`src/rtl/requant_sched.sv`:
```
// requant_sched: round-robin burst scheduler sharing one requantizer (round half-up, saturate) among NUM_REQ sources.
// Optional saturation counter (sat_clr/sat_cnt) is built when REQUANT_SAT_CNT_EN is defined.
module requant_sched #(
  parameter int NUM_REQ = 4,
  parameter int IN_W = 20,
  parameter int OUT_W = 8,
  parameter int FRAC_W = 8,
  parameter int BURST_LEN = 16,
  localparam int ID_W = $clog2(NUM_REQ)
) (
  input  logic                    clk,
  input  logic                    rst_n,
`ifdef REQUANT_SAT_CNT_EN
  input  logic                    sat_clr,
  output logic [15:0]             sat_cnt,
`endif
  input  logic [NUM_REQ-1:0]      req_valid,
  input  logic [NUM_REQ-1:0]      req_last,
  input  logic [NUM_REQ*IN_W-1:0] req_data,
  output logic [NUM_REQ-1:0]      req_ready,
  output logic                    out_valid,
  input  logic                    out_ready,
  output logic [OUT_W-1:0]        out_data,
  output logic [ID_W-1:0]         out_id,
  output logic                    out_last,
  output logic                    busy
);
  localparam int CW = $clog2(BURST_LEN + 1);
  localparam int QW = IN_W - FRAC_W + 1;

  typedef enum logic {IDLE, BURST} state_t;

  state_t state, state_nx;
  logic [ID_W-1:0] rr_ptr, owner, pick;
  logic [ID_W:0] idx;
  logic found;
  logic [CW-1:0] beat_cnt;
  logic slot, accept, burst_end, clipped;
  logic [QW-1:0] acc_hi, q;
  logic [OUT_W-1:0] q_sat;

  assign slot = !out_valid | out_ready;
  assign accept = (state == BURST) && req_valid[owner] && slot;
  assign burst_end = accept && (req_last[owner] || beat_cnt == CW'(BURST_LEN - 1));
  assign busy = (state == BURST) | out_valid;

  // acc_hi holds the integer part plus the half-LSB rounding bit
  assign acc_hi = req_data[owner*IN_W + FRAC_W - 1 +: QW];
  assign q = {acc_hi[QW-1], acc_hi[QW-1:1]} + QW'(acc_hi[0]);
  assign clipped = q[QW-1:OUT_W-1] != {(QW-OUT_W+1){q[QW-1]}};
  assign q_sat = clipped ? {q[QW-1], {(OUT_W-1){!q[QW-1]}}} : q[OUT_W-1:0];

  always_comb begin
    found = 1'b0;
    pick = '0;
    idx = '0;
    for (int k = 0; k < NUM_REQ; k++) begin
      idx = {1'b0, rr_ptr} + (ID_W+1)'(k);
      if (idx >= (ID_W+1)'(NUM_REQ)) idx = idx - (ID_W+1)'(NUM_REQ);
      if (!found && req_valid[idx[ID_W-1:0]]) begin
        found = 1'b1;
        pick = idx[ID_W-1:0];
      end
    end
  end

  always_comb begin
    state_nx = (state == IDLE) ? (found ? BURST : IDLE) : (burst_end ? IDLE : BURST);
    req_ready = '0;
    if (state == BURST) req_ready[owner] = slot;
  end

  always_ff @(posedge clk or negedge rst_n) begin
    if (!rst_n) begin
      state <= IDLE;
      rr_ptr <= '0;
      owner <= '0;
      beat_cnt <= '0;
      out_valid <= 1'b0;
      out_data <= '0;
      out_id <= '0;
      out_last <= 1'b0;
    end else begin
      state <= state_nx;
      if (state == IDLE && found) begin
        owner <= pick;
        beat_cnt <= '0;
      end else if (accept) beat_cnt <= beat_cnt + CW'(1);
      if (burst_end) rr_ptr <= (owner == ID_W'(NUM_REQ - 1)) ? '0 : owner + ID_W'(1);
      if (accept) begin
        out_valid <= 1'b1;
        out_data <= q_sat;
        out_id <= owner;
        out_last <= burst_end;
      end else if (out_ready) out_valid <= 1'b0;
    end
  end

`ifdef REQUANT_SAT_CNT_EN
  always_ff @(posedge clk or negedge rst_n) begin
    if (!rst_n) sat_cnt <= '0;
    else if (sat_clr) sat_cnt <= '0;
    else if (accept && clipped && sat_cnt != 16'hFFFF) sat_cnt <= sat_cnt + 16'd1;
  end
`endif
endmodule

```
`config.mk`:
```
export PLATFORM = sky130hd
export DESIGN_NAME = requant_sched
export DESIGN_NICKNAME = d
export VERILOG_FILES = /design/src/rtl/requant_sched.sv
export SDC_FILE = /design/constraint.sdc
export NUM_CORES = 1
export LEC_CHECK = 0
export CAP_MARGIN = 20
export CORE_ASPECT_RATIO = 1.4
export CORE_MARGIN = 3
export CORE_UTILIZATION = 52
export CTS_CLUSTER_SIZE = 40
export DETAILED_ROUTE_END_ITERATION = 8
export MAX_ROUTING_LAYER = met4
export PLACE_DENSITY = 0.84
export SLEW_MARGIN = 30
export SYNTH_ARGS = -nofsm -noshare
export SYNTH_HDL_FRONTEND = slang
export SYNTH_SLANG_ARGS = --single-unit
export TNS_END_PERCENT = 10
```
`constraint.sdc`:
```
create_clock -name clk -period 14.7 [get_ports clk]
set_clock_uncertainty 0.1 [all_clocks]
set_input_delay 2.94 -clock clk [delete_from_list [all_inputs] [get_ports clk]]
set_output_delay 2.94 -clock clk [all_outputs]
set_load 0.02 [all_outputs]
```
==> results.yml <==
run_status:
  status: "finished, final reports clean"
synthesis:
  synthDominantCellAreaShare: 0.199
  post_synthesis_mean_instance_area_um2: 9.43
  synth.distinct_cells: 69
  postSynthRegisterBits: 22
  synth-warning-count: 0
  post_synth_inst_count: 360
  synth_top_flop_cell: "dfrtp_1"
  yosysSeqAreaShare: 0.162
  post_synth_instance_area_um2: 3400
  synth_edf_count: 0
  yosys-top-cells-area: "mux4_2 (20%), dfrtp_1 (16%), mux2i_1 (11%), nor2_1 (4.2%), a21oi_1 (3.5%)"
  synth_area_leader_cell: "mux4_2"
  async_flop_share: 1.00
  mappedNetlistNets: 460
sta:
  setup_viol: 0
  setup_total_negative_slack_ps: 0
  fmax_mhz: 134
  setup_slack_ps: 7260
  hold_violations: 0
  drv_slew: 0
  timing.slew.headroom: 0.482
  layout_min_cycle_time_ps: 7440
  finalCritPeriodShare: 0.506
  rsz0062_at_grt: "no"
  worst_slew_pin_slew_ps: 775
floorplan:
  initial_core_util: 0.543
  pin_count: 108
  floorplan.rows: 34
  die_h_um: 102
  core_area_um2: 6250
  area_of_the_die_um2: 7550
  die_width_um: 74.3
global_route:
  vias_in_the_first_global_route: 3323
  grt_usage: 0.268
  overflow: 0
  wire_length_of_the_first_global_routing_pass_um: 15600
  antenna_found_initial: 0
  grt_max_degree: 70
power_and_ir_drop:
  worst_ir_drop_vdd_uv: 140
  power.leakage_nw: 1.71
  pwr_density_cell_nw_per_um2: 235
critical_path:
  critPathRequiredTime_ps: 11660
  critical_path.startpoint: "out_ready"
  timing.critical_path.from_type: "input port"
  timing.critical_path.fanout_max: 7
  cp_data_arrival_time_ps: 4400
  timing.rr.start: "owner[0]"
  endpoint_kind: "primary output"
  crit_type: "input port to primary output"
cells_and_area:
  final_cell_mix: "clkdlybuf4s50_1 (103), nor2_1 (38), mux2i_1 (36), mux4_2 (30), nand2_1 (26)"
  nNetsFinal: 548
  layout_commonest_cell: "clkdlybuf4s50_1"
  layout.filler_cells: 499
  layout.core_utilization: 0.719
  drive_above_1_share: 0.132
  finalNonFillerCells: 519
  area_growth_syn_to_layout_pct: 32.4
  antennaDiodeCount: 0
  postLayoutCellArea_um2: 4490
clocking:
  tritoncts: "yes"
  cts_buffer_depth: 2
  cts_made_buffers: 3
  clock_sink_count: 22
  insertion_delay_ps: 260
  clkTransAtPathRegs_ps: 80
  post-cts-setup-buffer-count: 0
  cts_root_buf: "clkbuf_8"
  cts_htree_levels: 1
  ctsResizeCount: 0
  cts.hold.buffers_added: 0
detailed_routing:
  wirelength_um: 9520
  routed-via-count: 3371
  drtIter0Drc: 182
  viasPerCell: 6.50
  dr_wl_cell_um: 18.3
  dr_drc_count: 0
  antenna_violating_nets_post_route: 0
  drtPass1Iterations: 5
min_path:
  hp-start: "out_id[1]"
  min_path_type: "flop to flop"
placement:
  port_buffers: 104
  placed_instance_area_um2: 4410
  place_ws_ps: 7250
  place_hpwl_um: 7730
  routabilityCongestion: 0.953
  numPlacedInstances: 514
job:
  max_cap_viol_count: 0
## cells in the mapped netlist (3+ instances only)
master and instances:
clkbuf_1 9, mux2i_1 36, a211oi_1 5, nor2b_1 7, nand2b_1 5, xnor2_1 7, mux4_2 30, inv_1 10
o21ai_0 9, a31oi_1 3, buf_4 3, dfrtp_1 22, mux2_2 8, nand2_1 26, buf_2 6, nor2_1 38
o22ai_1 11, nand3_1 9, nor3_1 3, a22oi_1 5, and3_1 6, a21oi_1 24, o221ai_1 3, xor2_1 3
mux2_1 9, ha_1 9, buf_6 3, o31ai_1 3
## layout make-up
| class | count | area (um2) | area share |
|---|---|---|---|
| inverter | 11 | 41.3 | 0.00919 |
| clock inverter | 1 | 30.0 | 0.00668 |
| tap | 72 | 90.1 | 0.0200 |
| multi-input combinational | 303 | 2670 | 0.594 |
| timing repair buffer | 107 | 1070 | 0.238 |
| clock buffer | 3 | 41.3 | 0.00919 |
| sequential | 22 | 552 | 0.123 |
## stage by stage
stage / total power [W] / hold WS [ps]
floorplan: 0.000811 / 380
finish: 0.00106 / 383
global route: 0.00114 / 407
CTS: 0.00105 / 388
global placement: 0.000968 / 358
detailed placement: 0.000988 / 369
## final timing paths
kind / cells after the start / slack (ps) / endpoint
worst min register to register: 2 / 380 / out_id[1]
worst max-delay path: 4 / 7260 / req_ready[2]
worst min-delay path: 2 / 380 / out_id[1]
max in group asynchronous: 1 / 11640 / owner[0]
worst max register to register: 17 / 9700 / out_data[1]
min in group asynchronous: 1 / 2510 / out_valid
## worst max-delay path, stage by stage
cell	delay [ps]
clkdlybuf4s50_1	460
nand2b_1	210
and3_1	190
clkdlybuf4s50_1	600
## registers in the layout (all words and copies together) (netlist names)
name and flops:
out_id 2, beat_cnt 5, owner 2, rr_ptr 2
state 1, out_last 1, out_data 8, out_valid 1
## power by group
| group | internal [W] | switching, W |
|---|---|---|
| clock network | 0.0000364 | 0.0000192 |
| logic | 0.000410 | 0.000483 |
| registers | 0.0000884 | 0.0000197 |
## routing by layer
layer  vias to the layer above  GRT usage  part of all wire
met5                         -          -                 0
met4                         0      0.108             0.033
met3                        22     0.0139             0.051
met2                       143      0.475              0.54
met1                      1629      0.313              0.37
li1                       1577          -                 -
## cell families (layout without fill, tap and decap cells)
| family | Yosys count | count (layout) | synth area share |
|---|---|---|---|
| flops | 22 | 22 | 0.162 |
| simple gates | 110 | 110 | 0.162 |
| xor+xnor | 10 | 10 | 0.0258 |
| fa+ha+maj | 9 | 9 | 0.0332 |
| compound gates | 91 | 91 | 0.200 |
| mux | 83 | 83 | 0.361 |
| buf+inv | 35 | 122 | 0.0556 |
Note: power is estimated with default switching activity, not from simulation.
